<file path="config.mk">
export PLATFORM = sky130hd
export DESIGN_NAME = cm811_init_supervisor
export DESIGN_NICKNAME = d
export VERILOG_FILES = /design/src/rtl/cm811_init_supervisor.sv
export SDC_FILE = /design/constraint.sdc
export NUM_CORES = 1
export LEC_CHECK = 0
export CAP_MARGIN = 20
export CORE_ASPECT_RATIO = 0.5
export CORE_MARGIN = 2
export CORE_UTILIZATION = 40
export CTS_CLUSTER_DIAMETER = 50
export DETAILED_ROUTE_END_ITERATION = 6
export PLACE_DENSITY = 0.61
export SLEW_MARGIN = 30
export SYNTH_ARGS = -nofsm -noshare
export SYNTH_HDL_FRONTEND = slang
export SYNTH_SLANG_ARGS = --single-unit
</file>
<file path="constraint.sdc">
create_clock -name sys_clk -period 3.5 [get_ports sys_clk]
set_input_delay 0.7 -clock sys_clk [delete_from_list [all_inputs] [get_ports sys_clk]]
set_output_delay 0.7 -clock sys_clk [all_outputs]
set_load 0.05 [all_outputs]
</file>
<file path="src/rtl/cm811_init_supervisor.sv">
// Supervisor for the CM811 init sequencer: power-up delay, per-attempt watchdog,
// abort reset on hang, retry with backoff, and board-level ready/fatal reporting.
module cm811_init_supervisor #(
    parameter int PWRUP_DLY    = 1000,
    parameter int TIMEOUT_CYC  = 1000000,
    parameter int ABORT_CYC    = 16,
    parameter int BACKOFF_CYC  = 256,
    parameter int MAX_ATTEMPTS = 4,
    parameter int TIMER_W      = 24
) (
    input  logic       sys_clk,
    input  logic       glbl_rst_n,
    input  logic       reinit_req,
    input  logic       init_ok,
    input  logic       init_fail,
    output logic       init_start,
    output logic       init_rst_n,
    output logic       sys_ready,
    output logic       sys_fatal,
    output logic [3:0] attempt_cnt,
    output logic [1:0] last_err
);

    // state      | meaning
    // ST_PWRUP   | waiting out the power-up delay
    // ST_START   | init_start high for this one cycle
    // ST_WAIT    | response window open, watchdog running
    // ST_ABORT   | init_rst_n held low after a timeout
    // ST_BACKOFF | pause before the next attempt
    // ST_READY   | board initialised, waiting for reinit_req
    // ST_FATAL   | attempt limit exhausted, waiting for reinit_req
    typedef enum logic [2:0] {
        ST_PWRUP,
        ST_START,
        ST_WAIT,
        ST_ABORT,
        ST_BACKOFF,
        ST_READY,
        ST_FATAL
    } state_t;

    // Down-counter loads; the power-up load includes the cycle spent in START.
    localparam logic [TIMER_W-1:0] L_PWRUP   = TIMER_W'(PWRUP_DLY + 1);
    localparam logic [TIMER_W-1:0] L_TIMEOUT = TIMER_W'(TIMEOUT_CYC - 1);
    localparam logic [TIMER_W-1:0] L_ABORT   = TIMER_W'(ABORT_CYC - 1);
    localparam logic [TIMER_W-1:0] L_BACKOFF = TIMER_W'(BACKOFF_CYC - 1);
    localparam logic [3:0]         L_MAX     = 4'(MAX_ATTEMPTS);

    localparam logic [1:0] ERR_NONE    = 2'd0;
    localparam logic [1:0] ERR_FAIL    = 2'd1;
    localparam logic [1:0] ERR_TIMEOUT = 2'd2;

    state_t               r_state;
    logic [TIMER_W-1:0]   r_timer;
    logic                 r_init_start;
    logic                 r_init_rst_n;
    logic                 r_sys_ready;
    logic                 r_sys_fatal;
    logic [3:0]           r_attempt;
    logic [1:0]           r_last_err;

    logic                 w_timer_tc;
    logic                 w_limit;

    assign w_timer_tc = (r_timer == '0);
    assign w_limit    = (r_attempt == L_MAX);

    always_ff @(posedge sys_clk) begin
        if (!glbl_rst_n) begin
            r_state      <= ST_PWRUP;
            r_timer      <= L_PWRUP;
            r_init_start <= 1'b0;
            r_init_rst_n <= 1'b1;
            r_sys_ready  <= 1'b0;
            r_sys_fatal  <= 1'b0;
            r_attempt    <= 4'd0;
            r_last_err   <= ERR_NONE;
        end else begin
            r_init_start <= 1'b0;
            case (r_state)
                ST_PWRUP: begin
                    if (w_timer_tc) begin
                        r_state      <= ST_START;
                        r_init_start <= 1'b1;
                        if (!w_limit) r_attempt <= r_attempt + 4'd1;
                    end else begin
                        r_timer <= r_timer - 1'b1;
                    end
                end
                ST_START: begin
                    r_timer <= L_TIMEOUT;
                    r_state <= ST_WAIT;
                end
                ST_WAIT: begin
                    if (init_fail) begin
                        r_last_err <= ERR_FAIL;
                        if (w_limit) begin
                            r_sys_fatal <= 1'b1;
                            r_state     <= ST_FATAL;
                        end else begin
                            r_timer <= L_BACKOFF;
                            r_state <= ST_BACKOFF;
                        end
                    end else if (init_ok) begin
                        r_last_err  <= ERR_NONE;
                        r_sys_ready <= 1'b1;
                        r_state     <= ST_READY;
                    end else if (w_timer_tc) begin
                        r_last_err   <= ERR_TIMEOUT;
                        r_init_rst_n <= 1'b0;
                        r_timer      <= L_ABORT;
                        r_state      <= ST_ABORT;
                    end else begin
                        r_timer <= r_timer - 1'b1;
                    end
                end
                ST_ABORT: begin
                    if (w_timer_tc) begin
                        r_init_rst_n <= 1'b1;
                        if (w_limit) begin
                            r_sys_fatal <= 1'b1;
                            r_state     <= ST_FATAL;
                        end else begin
                            r_timer <= L_BACKOFF;
                            r_state <= ST_BACKOFF;
                        end
                    end else begin
                        r_timer <= r_timer - 1'b1;
                    end
                end
                ST_BACKOFF: begin
                    if (w_timer_tc) begin
                        r_state      <= ST_START;
                        r_init_start <= 1'b1;
                        if (!w_limit) r_attempt <= r_attempt + 4'd1;
                    end else begin
                        r_timer <= r_timer - 1'b1;
                    end
                end
                ST_READY: begin
                    if (reinit_req) begin
                        r_sys_ready  <= 1'b0;
                        r_last_err   <= ERR_NONE;
                        r_attempt    <= 4'd1;
                        r_init_start <= 1'b1;
                        r_state      <= ST_START;
                    end
                end
                ST_FATAL: begin
                    if (reinit_req) begin
                        r_sys_fatal  <= 1'b0;
                        r_last_err   <= ERR_NONE;
                        r_attempt    <= 4'd1;
                        r_init_start <= 1'b1;
                        r_state      <= ST_START;
                    end
                end
                default: begin
                    r_state <= ST_PWRUP;
                    r_timer <= L_PWRUP;
                end
            endcase
        end
    end

    assign init_start  = r_init_start;
    assign init_rst_n  = r_init_rst_n;
    assign sys_ready   = r_sys_ready;
    assign sys_fatal   = r_sys_fatal;
    assign attempt_cnt = r_attempt;
    assign last_err    = r_last_err;

endmodule

</file>
==> results of run 1 <==
[worst reg2reg max path, delay by kind of cell (launching register included)]
| kind | cells | cell delay [ps] |
|---|---|---|
| buffers and inverters | 2 | 440 |
| AND/OR/NAND/NOR | 3 | 1500 |
| flip-flops | 1 | 350 |
| adder cells (fa/ha/maj) | 1 | 220 |
| AO/OA/AOI/OAI | 3 | 570 |
[cell usage in the layout, fill, tap and decap left out, types with 7 or more instances in the layout]
cell type,instances
nand2_1,46
nand3_1,15
or3_1,9
nor2_1,34
nor3_1,17
o21ai_0,23
nor4_1,8
clkdlybuf4s50_1,14
dfxtp_1,37
buf_4,8
a21oi_1,34
nand4_1,8
inv_1,7
[Yosys cell counts, drive strengths merged (4+ instances only)]
master,count,area share
o22ai,5,0.012
or4,5,0.018
or2,5,0.012
inv,7,0.010
nand3,15,0.029
a21o,4,0.012
o21ai,27,0.053
nor3,18,0.040
o211ai,6,0.018
or3,9,0.022
clkbuf,12,0.018
nand3b,4,0.012
nand4,8,0.020
buf,7,0.015
nand2,46,0.068
nor4,8,0.020
dfxtp,37,0.29
a31oi,4,0.0098
a21oi,34,0.067
nor2,35,0.053
[registers in the layout, indices dropped and copies added (netlist names)]
signal / cells
attempt_cnt: 4
init_rst_n: 1
init_start: 1
last_err: 2
r_state: 3
r_timer: 24
sys_fatal: 1
sys_ready: 1
[metal layers]
layer  vias up  global-route usage  share of wire
met3        14              0.0500          0.088
met1      1372               0.355           0.47
met4         0              0.0857          0.014
met2       149               0.377           0.42
met5         -                   0              0
li1       1371                   -              -
[worst max path at each step]
stage	start	slack [ps]	cells past startpoint	end
finish	r_timer[0]	340	9	r_timer[17]
CTS	r_timer[0]	400	9	r_timer[17]
global placement	init_fail	400	7	r_timer[11]
detailed placement	init_fail	330	7	r_timer[11]
global route	r_timer[0]	200	8	r_timer[18]
floorplan	r_timer[0]	930	9	r_timer[18]
[stage by stage]
stage | util | instance area [um2]
2_1_floorplan | - | 2550
3_3_place_gp | 0.454 | 2770
3_5_place_dp | 0.454 | 2770
4_1_cts | 0.480 | 2930
5_1_grt | 0.480 | 2930
6_report | 0.480 | 2930
[where the power goes]
group          switching (mW)  internal (mW)
sequential             0.0114          0.429
combinational          0.0369         0.0293
clock                   0.181          0.302
total                   0.229          0.759
[final cells by class]
class | instances | area (um2) | share of cell area
inverter | 8 | 30.0 | 0.0102
clock inverter | 1 | 5.00 | 0.00171
tap | 88 | 110 | 0.0376
clock buffer | 7 | 153 | 0.0521
sequential | 37 | 741 | 0.253
multi-input combinational | 292 | 1690 | 0.577
timing repair buffer | 22 | 200 | 0.0683
[kinds of logic (layout without fill, tap and decap cells)]
family / after synthesis / after routing / share of synthesized area
adders and majority gates: 3 / 3 / 0.0147
AOI/OAI and AO/OA: 116 / 116 / 0.294
xor gates and xnor gates: 5 / 5 / 0.0172
buffers and inverters: 27 / 38 / 0.0442
and+or+nand+nor: 168 / 168 / 0.339
DFF: 37 / 37 / 0.291
==> key figures, run 1 <==
Floorplanning
  • Core box area: 6110 um2
  • Die X: roughly 120 um
  • Die area: between 7000 and 8000 um2
  • Io pins: 15
  • Die Ht: just over 60 um
  • # rows: 20
  • Initial core utilization: 0.417

Synthesis
  • Cell count after synthesis: approximately 360
  • Sequential cell area fraction in the yosys report: 0.291
  • Syn Area/Cell: about 7.2 um2
  • EDFF count, synth: 0
  • FF+latch count, synth: 37
  • Cell variety after synth: between 50 and 60
  • Synthesized area: 2550 um2
  • Ys async rst share: 0
  • YS warnings: 0
  • Synthesized net count: between 300 and 400
  • Top_reg_cell synth: dfxtp_1

STA
  • Slew @ Worst Pin: approximately 760 ps
  • Final setup fails: 0
  • FMAX: about 0.32 GHz
  • Crit share post-route: 0.903
  • Min Hold Slack: 484 ps
  • Final Max Tran Viols: 0
  • Fin Setup TNS: 0 ps
  • Final setup margin: 339 ps
  • Final Hold Viols: 0
  • Fin crit period: about 3200 ps
  • Unrepaired setup endpoints after global routing: no
  • Relative slew slack: 0.492
  • Final Skew: ~5.5 ps

Worst setup path
  • Crit. End Element: flip-flop
  • CP Class: reg2reg
  • Startpoint class of the critical path: flip-flop
  • Critical path required time: between 3000 and 4000 ps
  • Worst r2r src: r_timer[0]
  • CP max stage delay: 520 ps
  • Worst r2r dst: r_timer[17]
  • FF-to-FF setup slack: about 340 ps
  • Crit-path slowest cell: or4b_4
  • Crit Path Max Fanout: 17
  • Critical Path AT: ~3400 ps
  • Bufs and invs on worst path: 2
  • Top delay family on crit path: simple AND/OR/NAND/NOR gates
  • R2R cell count: 9
  • Cells along the critical path: inv_1, ha_1, or4b_4, or4_4, nor3_4, buf_4, a31o_2, a21oi_1, o211ai_1

Clocking
  • Clock Latency Late Sink: roughly 290 ps
  • Post-CTS sizing: 0
  • CTS Sinks: 37
  • TritonCTS Buffers: 5
  • Hold buffer count at CTS: 0
  • Clk pin slew, worst setup/hold paths: 60 ps
  • Clock Tree Buf Depth: 2
  • CTS HTree Levels: 2
  • CTS Root Cell: clkbuf_16
  • Setup Buffers After CTS: 0
  • CTS tree: yes

Global routing
  • GR Util All Layers: 0.248
  • Initial antenna violation count: 0
  • Gr ovfl total: 0
  • Largest net degree at the start of global routing: 26
  • Vias in the first global route: approximately 2600
  • First-pass GRT wire length: around 13 mm

Cells and area
  • Layout overhead on the synthesized area: 15.1%
  • Share of cells above drive strength 1: 0.0817
  • Layout Cells excl Fill: about 460
  • Ant. Diodes: 0
  • Filler instances: 621
  • Nets: about 370

Worst hold path
  • HP Start: r_timer[23]
  • Hold EP: r_timer[23]
  • Worst hold path type: reg2reg
  • WHS Path Cells: 2

Drt
  • Starting DRT DRC Count: about 420
  • First drt pass iteration count: 5
  • WL/cell: between 15 and 20 um
  • Detailed Route WL: 8.16 mm
  • Antenna-violating nets left: 0
  • DR vias: 2906
  • Drt via density: approximately 6.4
  • DRC violation count after routing: 0

Place
  • GP Congestion: about 0.94
  • Cell total after placement: 447
  • PortBufs: 14
  • Place WS: between 300 and 400 ps
  • Post-DP HPWL: between 5 and 6 mm

Outcome
  • Status: completed

Pwr
  • VDD IR-drop max: between 0.15 and 0.2 mV
  • Total power: 0.989 mW
  • LEAKAGE: 1.07 nW
  • Power Dens Cells: approximately 340 nW/um2

Job
  • Max cap viols: 0
Note: power is estimated with default switching activity, not from simulation.
==> run 2: changes to the inputs <==
Settings changed: PLACE_DENSITY 0.61 to not set.
==> run 2 against run 1 <==
Against the previous run: routed wire length increased by 5.4%; setup slack worse by 20 ps; largest power group unchanged; total power is 2.4% lower; register-to-register slack got worse by 20 ps.
==> key figures, run 2 (synthesized netlist as in run 1, its figures left out) <==
Outcome
  • Status: completed

Clocking
  • Setup Buffers After CTS: 0
  • CTS tree: yes
  • Hold buffer count at CTS: 0
  • CTS HTree Levels: 2
  • TritonCTS Buffers: 5
  • Clock Latency Late Sink: about 280 ps
  • Clk pin slew, worst setup/hold paths: ~60 ps
  • CTS Root Cell: clkbuf_16
  • Clock Tree Buf Depth: 2
  • CTS Sinks: 37
  • Post-CTS sizing: 0

STA
  • Crit share post-route: 0.909
  • Fin Setup TNS: 0 ps
  • FMAX: 0.314 GHz
  • Final Skew: around 4 ps
  • Slew @ Worst Pin: approximately 760 ps
  • Final Hold Viols: 0
  • Unrepaired setup endpoints after global routing: no
  • Final Max Tran Viols: 0
  • Final setup fails: 0
  • Relative slew slack: 0.495
  • Min Hold Slack: ~470 ps
  • Fin crit period: ~3200 ps

Worst setup path
  • Critical Path AT: 3330 ps
  • CP Class: reg2reg
  • Crit Path Max Fanout: 17
  • Startpoint class of the critical path: flip-flop
  • Critical path required time: approximately 3700 ps
  • Crit. End Element: flip-flop

Place
  • Post-DP HPWL: roughly 6.3 mm
  • PortBufs: 14
  • GP Congestion: around 0.95
  • Cell total after placement: 449

Pwr
  • LEAKAGE: 1.07 nW
  • VDD IR-drop max: ~0.14 mV
  • Power Dens Cells: between 300 and 400 nW/um2

Floorplanning
  • Die area: just over 7000 um2
  • Die X: ~120 um
  • Core box area: around 6000 um2
  • # rows: 20
  • Io pins: 15
  • Initial core utilization: 0.417
  • Die Ht: 60.4 um

Global routing
  • First-pass GRT wire length: about 14 mm
  • Initial antenna violation count: 0
  • Gr ovfl total: 0
  • Largest net degree at the start of global routing: 26
  • GR Util All Layers: 0.265
  • Vias in the first global route: between 2000 and 3000

Cells and area
  • Commonest non-fill, non-tap cell in the layout: nand2_1
  • Final core utilization: 0.480
  • Commonest cells after routing, fill and taps aside: nand2_1 (46), dfxtp_1 (37), nor2_1 (34), a21oi_1 (34), o21ai_0 (23)
  • Share of cells above drive strength 1: 0.0815
  • Nets: between 300 and 400
  • Layout overhead on the synthesized area: 15.1%
  • Max reg flops: 24
  • Layout Cells excl Fill: between 400 and 500
  • Biggest register: r_timer
  • Ant. Diodes: 0

Drt
  • WL/cell: 18.9 um
  • DRC violation count after routing: 0
  • First drt pass iteration count: 5
  • DR vias: 2933
  • Antenna-violating nets left: 0
  • Drt via density: approximately 6.4
  • Detailed Route WL: between 8 and 9 mm
  • Starting DRT DRC Count: 314

Job
  • Max cap viols: 0

Worst hold path
  • Worst hold path type: reg2reg
-- run 2: cell count changes in the layout (fill, tap and decap cells not counted), sizes merged --
cell | previous run | this run
buf | 8 | 10
clkinv | 2 | 1
-- run 2: final cells by class --
type | instances | area, um2
fillers | 622 | 3170
multi-input cells | 292 | 1690
flip-flops and latches | 37 | 741
repair buffers | 24 | 215
clock buffers | 7 | 143
well taps | 88 | 110
inverters | 8 | 30.0
-- run 2: stage by stage --
| stage | worst slack, ps | total power [mW] | instance area [um2] |
|---|---|---|---|
| global placement | 400 | 0.515 | 2790 |
| global route | 220 | 1.00 | 2930 |
| CTS | 423 | 0.968 | 2930 |
| detailed placement | 419 | 0.515 | 2790 |
| floorplan | 927 | 0.491 | 2550 |
| finish | 319 | 0.965 | 2930 |
-- run 2: where the power goes --
part / total (mW) / switching, mW / internal (mW)
Combinational: 0.0680 / 0.0381 / 0.0299
Clock: 0.457 / 0.177 / 0.280
Sequential: 0.440 / 0.0118 / 0.429
-- run 2: final timing paths --
check             slack, ps           to  cells past startpoint         from
setup reg to reg        320   r_timer[8]                      9   r_timer[0]
setup / recovery        320   r_timer[8]                      9   r_timer[0]
hold / removal          470  last_err[0]                      2  last_err[0]
hold reg to reg         470  last_err[0]                      2  last_err[0]
-- run 2: routing by layer --
layer,track usage,routed length [um],vias up
met5,0,0,-
met4,0.0924,123,0
met3,0.0609,839,15
met2,0.396,3620,168
met1,0.380,4010,1385
li1,-,-,1365
-- run 2: critical path, stage by stage (launching register included) --
cell and delay, ps:
dfxtp_1 330, inv_1 110, ha_1 210, or4b_4 510, or4_4 520, nor3_4 400, buf_4 290, a21oi_1 90
o21ai_0 450, o21ai_0 140
